File: src/rtl/watch_window_memory.sv
// watch_window_memory: byte-strobed word RAM with self-clearing init and a mirrored, dirty-tracked watch window
module watch_window_memory #(
  parameter int pWords      = 128,
  parameter int pWatchWords = 4,
  parameter int pWatchBase  = pWords - pWatchWords
) (
  input  logic                      iwClk,
  input  logic                      iwRst,
  input  logic                      iwReadEn,
  input  logic [31:0]               iwReadAddr,
  output logic [31:0]               owReadData,
  output logic                      owReadValid,
  input  logic [31:0]               iwWriteAddr,
  input  logic [31:0]               iwWriteData,
  input  logic [3:0]                iwWstrb,
  output logic                      owBusy,
  output logic [32*pWatchWords-1:0] owWatchData,
  output logic [pWatchWords-1:0]    owWatchDirty,
  input  logic [pWatchWords-1:0]    iwDirtyClr,
  output logic                      owWatchIrq
);
  localparam int AW = (pWords > 1) ? $clog2(pWords) : 1;
  typedef enum logic {CLEAR, IDLE} state_t;
  state_t r_state, w_state_nxt;
  logic [AW-1:0] r_cnt;
  logic [31:0] r_mem [pWords];
  logic [31:0] r_watch [pWatchWords];
  logic [31:0] r_rdata;
  logic r_rvalid;
  logic [pWatchWords-1:0] r_dirty, w_dirty_nxt, w_dset;
  logic r_irq;
  logic [29:0] w_widx, w_ridx;
  logic w_win, w_rin, w_we, w_re, w_last;
  logic w_unused;
  assign w_unused = ^{iwReadAddr[1:0], iwWriteAddr[1:0]};
  assign w_widx = iwWriteAddr[31:2];
  assign w_ridx = iwReadAddr[31:2];
  assign w_win = {2'b00, w_widx} < 32'(pWords);
  assign w_rin = {2'b00, w_ridx} < 32'(pWords);
  assign w_we = (r_state == IDLE) && (|iwWstrb) && w_win;
  assign w_re = (r_state == IDLE) && iwReadEn;
  assign w_last = r_cnt == AW'(pWords - 1);
  assign owBusy = r_state == CLEAR;
  assign owReadData = r_rdata;
  assign owReadValid = r_rvalid;
  assign owWatchDirty = r_dirty;
  assign owWatchIrq = r_irq;
  // state register and clear counter
  always_ff @(posedge iwClk) begin
    if (iwRst) begin
      r_state <= CLEAR;
      r_cnt <= '0;
    end else begin
      r_state <= w_state_nxt;
      r_cnt <= (r_state == CLEAR) ? r_cnt + AW'(1) : r_cnt;
    end
  end
  // leave CLEAR once the last word has been zeroed
  always_comb begin
    w_state_nxt = r_state;
    if (r_state == CLEAR && w_last) w_state_nxt = IDLE;
  end
  // storage: zero fill while clearing, strobed byte writes afterwards
  always_ff @(posedge iwClk) begin
    if (!iwRst && r_state == CLEAR) r_mem[r_cnt] <= '0;
    else if (!iwRst && w_we)
      for (int b = 0; b < 4; b++)
        if (iwWstrb[b]) r_mem[w_widx[AW-1:0]][8*b+:8] <= iwWriteData[8*b+:8];
  end
  // registered read port; out-of-range reads return zero, data holds when idle
  always_ff @(posedge iwClk) begin
    if (iwRst) begin
      r_rdata <= '0;
      r_rvalid <= 1'b0;
    end else begin
      r_rvalid <= w_re;
      if (w_re) r_rdata <= w_rin ? r_mem[w_ridx[AW-1:0]] : '0;
    end
  end
  for (genvar k = 0; k < pWatchWords; k++) begin : g_watch
    assign w_dset[k] = w_we && (w_widx == 30'(pWatchBase + k));
    assign owWatchData[32*k+:32] = r_watch[k];
    // mirror of one watched word, tracking the same strobed writes as the RAM
    always_ff @(posedge iwClk) begin
      if (iwRst) r_watch[k] <= '0;
      else if (w_dset[k])
        for (int b = 0; b < 4; b++)
          if (iwWstrb[b]) r_watch[k][8*b+:8] <= iwWriteData[8*b+:8];
    end
  end
  assign w_dirty_nxt = (r_dirty & ~iwDirtyClr) | w_dset;
  // sticky dirty flags with set winning over clear; irq tracks the next-state OR
  always_ff @(posedge iwClk) begin
    if (iwRst) begin
      r_dirty <= '0;
      r_irq <= 1'b0;
    end else begin
      r_dirty <= w_dirty_nxt;
      r_irq <= |w_dirty_nxt;
    end
  end
endmodule

File: config.mk
export PLATFORM = sky130hd
export DESIGN_NAME = watch_window_memory
export DESIGN_NICKNAME = d
export VERILOG_FILES = /design/src/rtl/watch_window_memory.sv
export SDC_FILE = /design/constraint.sdc
export NUM_CORES = 2
export LEC_CHECK = 0
export ABC_AREA = 1
export BUFFER_PORTS_ARGS = -buffer_cell sky130_fd_sc_hd__buf_2
export CORE_UTILIZATION = 45
export CTS_CLUSTER_SIZE = 40
export DETAILED_ROUTE_END_ITERATION = 7
export MAX_ROUTING_LAYER = met4
export PLACE_DENSITY = 0.61
export SETUP_SLACK_MARGIN = 0.4
export SLEW_MARGIN = 20
export SYNTH_ARGS = -nofsm -noshare
export SYNTH_HDL_FRONTEND = slang
export SYNTH_MEMORY_MAX_BITS = 65536
export SYNTH_SLANG_ARGS = --single-unit
File: constraint.sdc
create_clock -name iwClk -period 8.1 [get_ports iwClk]
set_input_delay 0.81 -clock iwClk [delete_from_list [all_inputs] [get_ports iwClk]]
set_output_delay 0.81 -clock iwClk [all_outputs]
set_load 0.01 [all_outputs]
==> Word-level counts from Yosys, hierarchy flattened <==
Memories as Yosys holds them, arrays and structs flattened.
Index checks and enable logic that the tools add are counted.
{ "op_classes": {"add_sub_neg": 1, "order_cmp": 2, "n_eq_ne": 5, "muxes": 88, "bitwise_logic": 20, "reduce_logical": 14} }
{ "op_table": {"columns": ["op", "n"], "rows": [
  ["two-way mux 8 bit", 16],
  ["== test 30 x 7 -> 1 bit, second input constant", 4],
  ["two-way mux 1 bit", 68],
  ["two-way mux 32 bit", 2],
  ["< comparator 30 x 8 -> 1 bit, second input constant", 2],
  ["OR reduction 32 bit", 1],
  ["OR 1 bit", 16],
  ["logical AND 1 bit", 10],
  ["OR reduction 4 bit", 2],
  ["adder 7 x 1 -> 7 bit, second input constant", 1],
  ["== test 7 bit, second input constant", 1],
  ["two-way mux 7 bit", 1],
  ["AND 4 bit", 1],
  ["two-way mux 4 bit", 1],
  ["inverter 4 bit", 1],
  ["OR 4 bit", 1],
  ["zero test 1 bit", 1],
  ["inverter 1 bit", 1]
]} }
{ "word_totals": {"register_bits": 46, "ram_bits": 4224, "in_bits": 107, "out_inout_bits": 167, "elab_cells": 138, "n_memories": 2} }
{ "mem_list": {"columns": ["memory", "depth", "word_bits", "rd", "rd_clocked_by_memory_dff", "wr", "line", "source"], "rows": [
  ["r_mem", 128, 32, 1, 0, 1, "26", "logic [31:0] r_mem [pWords];"],
  ["r_watch", 4, 32, 4, 0, 4, "27", "logic [31:0] r_watch [pWatchWords];"]
]} }

==> Logic depth before layout (Yosys ltp) <==
{ "logic_depth": {"word_depth": 9, "depth_mapped": 15, "depth_no_buf": 13} }

==> Least setup slack after synthesis <==
No wires, ideal clock.
{ "synth_timing": {"path_kind": "input -> register", "startpoint": "in iwWriteAddr[11]", "endpoint": "mem r_mem[0][10], data pin", "setup_time_ns": 0.798, "t_arrival_ns": 4.853, "t_required_ns": 7.302, "setup_slack_ns": 2.450, "path_stages": 9, "path_buffers": 2, "path_cell_list": "nor2_1 nand2_1 nor2_2 nand3_1 nor2_1 nand2_1 buf_2 buf_1 nor2_1"} }
{ "synth_via": {"elab_chain_cells": 8, "word_cells_on_any_way": 17, "cone_classes": "order compare (1); mux (13); reduce/logical (3)"} }
{ "synth_rtl": {"columns": ["item", "line", "source"], "rows": [
  ["start, declared", "13", "input logic [31:0] iwWriteAddr,"],
  ["< comparator 30 x 8 -> 1 bit (*)", "38", "assign w_win = {2'b00, w_widx} < 32'(pWords);"],
  ["logical AND 1 bit (*)", "40", "assign w_we = (r_state == IDLE) && (|iwWstrb) && w_win;"],
  ["logical AND 1 bit (*)", "66", "else if (!iwRst && w_we)"],
  ["two-way mux 1 bit", "66", null],
  ["two-way mux 1 bit", "65", "if (!iwRst && r_state == CLEAR) r_mem[r_cnt] <= '0;"],
  ["two-way mux 1 bit (implied by the code)", "68", "if (iwWstrb[b]) r_mem[w_widx[AW-1:0]][8*b+:8] <= iwWriteData[8*b+:8];"],
  ["OR reduction 32 bit (no source line) (*)", null, null],
  ["two-way mux 32 bit (no source line) (*)", null, null],
  ["end, declared", "26", null]
]} }
Mark *: on every way between the ends. The rest lies on a longest branch, timed or not.

==> Final worst setup path <==
{ "layout_timing": {"startpoint": "reg r_state", "endpoint": "mem r_mem[122][5], enable pin"} }
{ "layout_via": {"elab_chain_cells": 8, "word_cells_on_any_way": 22, "cone_classes": "mux (16); bitwise (1); reduce/logical (5)"} }
{ "layout_rtl": {"columns": ["item", "line", "source"], "rows": [
  ["start, declared", "24", "state_t r_state, w_state_nxt;"],
  ["start signal, assigned", "54", "r_state <= w_state_nxt;"],
  ["logical AND 1 bit (2 in a row)", "40", null],
  ["logical AND 1 bit", "66", null],
  ["two-way mux 1 bit", "66", null],
  ["two-way mux 1 bit", "65", null],
  ["two-way mux 1 bit (implied by the code)", "68", null],
  ["OR reduction 32 bit (no source line)", null, null],
  ["two-way mux 7 bit (no source line) or two-way mux 4 bit (tied branches)", null, null]
]} }
Parallel ways exist; a longest one is shown, timed or not.

==> metrics.txt <==
status=finished, final reports clean; final setup TNS=0 ns; Seq/Total Area, Yosys=74.12%; synthesized flop and latch total=4270; hold crit path type=in2reg; number of setup buffers added after CTS=0; unique cell type count in the Yosys netlist=29; drc violations=0; RSZ-0062 raised after global routing=no; Worst-Margin Slew=1.351 ns; Avg Inst Size Synth=11.65 µm²; clock-pin transition on the worst setup and hold timing paths=0.06 ns; CP Buf/Inv Count=1; Num CTS Buffers=442; Area Overhead vs Synth=11.80%; WL per Instance=25.33 µm; Fin. Hold Viols=0; pin count of the biggest net entering global routing=162; Max FO, Critical Path=12; Max IR drop VDD=0.2365 mV; Critical Path End Type=flop; initial cell density of the core=45.36%; hpwl dp=304800 µm; die width=620.9 µm; Nets=14810; dpl cell area=178900 µm²; CP top delay family=simple AND/OR/NAND/NOR gates; GR Overflow Total=0; async set or reset register ratio after synthesis=0%; Post-Synthesis Cells=14800; clock latency on the worst-skew pair=1.02 ns; CP arrival=6.24 ns; LEAKAGE=66.21 nW; # setup viols final=0; fin crit share=69.70%; Peak Freq=177.1 MHz; initial antenna violation count=19; Slew HR=9.835%; First DRT Iteration DRCs=13910; # H-tree levels=5; All-Layer GR Usage=26.61%; Synthesis Warnings=0; total nets after synthesis=14910; final worst slack=2.454 ns; share of cells above drive strength 1=7.428%; Netlist Area Pre-Place=172400 µm²; Vias=113900; Slew Limit Fails=0; global-route wire length before repair=730300 µm; Main synth FF type=edfxtp_1; PostCTS Resize Cnt=0; EDFF count, synth=4224; Crit path largest cell delay=0.85 ns; RePlAce Congestion=0.9040; Core ar.=380000 µm²; die area=385600 µm²; IO Port Bufs=269; drt total wl=509000 µm; Cell Chain, Critical Path=inv_2 > nor2_2 > nand3_1 > nor2_1 > nand2_4 > o21ai_1 > nand2_1 > nor2_2 > nand2_1 > nor2_1; clock skew=0.07175 ns; CTS tree=yes; I/O pin cnt=274; slowest cell on the critical path=nor2_1; CTS root buf=clkbuf_16; Clock Path Buffers=4; pre-CTS setup slack=2.094 ns; Worst setup SP type=flop; antenna-violating nets left=0; row cnt=226; vias in the first global route=106400; pwr/cell area=239.8 nW/µm²; Worst EP required=8.69 ns; CP Class=reg2reg; clk sink count=4270; Final Critical Period=5.646 ns; number of max-cap violations=0; DR vias/cell=5.670; Pwr Total=0.04621 W; fin area=192700 µm²; drt first pass iters=6; hold buffers post-CTS=0; Die Span Y=620.9 µm
==> cell usage after synthesis, types with 2 or more instances <==
cell type,count,area [µm²]
o21ai_1,6,30.03
inv_2,7,26.28
nand2_1,4801,18020
buf_1,121,454.2
edfxtp_1,4224,126800
dfxtp_1,46,920.9
buf_2,11,55.05
nand4_1,15,93.84
nor4_1,7,43.79
nand3_1,3830,19170
clkbuf_1,849,3187
nor2_2,17,106.4
nor3_1,4,20.02
nor2_1,702,2635
a21oi_1,42,210.2
o21ai_0,24,120.1
inv_1,72,270.3
buf_4,2,15.01
nor2_4,7,78.83
==> metrics by stage <==
step / util (%) / hold WS [ns] / cells
after floorplan: - / 0.4653 / 14800
after global placement: 47.06 / 0.4525 / 19280
after detailed placement: 47.06 / 0.4530 / 19280
after CTS: 50.70 / 0.04312 / 20080
after global routing: 50.70 / 0.08974 / 20090
final: 50.71 / 0.1069 / 20090
==> final cells by class <==
type                    count  area (µm²)
inverters                  80       354.1
flip-flops and latches   4270      127800
multi-input cells        9463       40860
diodes                     13       32.53
clock buffers             576       11790
fillers                 33050      187300
repair buffers            446        3607
clock inverters           229        2037
well taps                5016        6276
==> kinds of logic (layout without fill, tap and decap cells) <==
| kind of cell | after synthesis | after routing | share of synthesized area, % |
|---|---|---|---|
| flip-flops | 4270 | 4270 | 74.12 |
| adder cells (fa/ha/maj) | 1 | 1 | 0.007257 |
| AO/OA/AOI/OAI | 73 | 73 | 0.2141 |
| other | 0 | 13 | 0 |
| buffers and inverters | 1064 | 1331 | 2.334 |
| XOR/XNOR | 1 | 1 | 0.005082 |
| AND/OR/NAND/NOR | 9388 | 9388 | 23.32 |
==> final timing paths <==
check                       from              to  slack [ns]  cells after the start
hold reg to reg   owReadData[28]  owReadData[28]        0.46                      2
setup / recovery         r_state   r_mem[122][5]        2.45                     10
hold / removal             iwRst         r_state        0.11                      2
setup reg to reg         r_state   r_mem[122][5]        2.45                     10
==> layer usage <==
metal | track usage, % | share of wire, % | vias to the layer above
li1 | - | - | 51990
met1 | 35.24 | 40 | 55780
met2 | 40.79 | 47 | 5144
met3 | 3.944 | 8.4 | 1003
met4 | 12.25 | 5.2 | 0
met5 | - | 0 | -
==> state kept, by name (all words and copies together) (netlist names) <==
name / count
r_mem: 4096
r_watch: 128
owReadData: 32
r_cnt: 7
owWatchDirty: 4
owReadValid: 1
owWatchIrq: 1
r_state: 1
==> power breakdown <==
| part | leakage [nW] | switching, W | internal (W) |
|---|---|---|---|
| clock | 6.77 | 0.00848 | 0.0112 |
| combinational | 29.2 | 0.00191 | 0.000655 |
| sequential | 30.3 | 0.0000147 | 0.0240 |
==> layout by cell type, fill, tap and decap left out, types with 30 or more instances in the layout <==
cell type and count:
clkbuf_1 115, a21oi_1 42, clkinv_1 97, inv_1 65, nor2_1 668, buf_12 71
clkinv_2 73, nand3_1 3830, bufinv_16 30, clkbuf_16 449, nand2_1 4799, edfxtp_1 4224
buf_4 109, buf_2 262, dfxtp_1 46, nor2_4 39
Power figures use the tool's default switching activity.
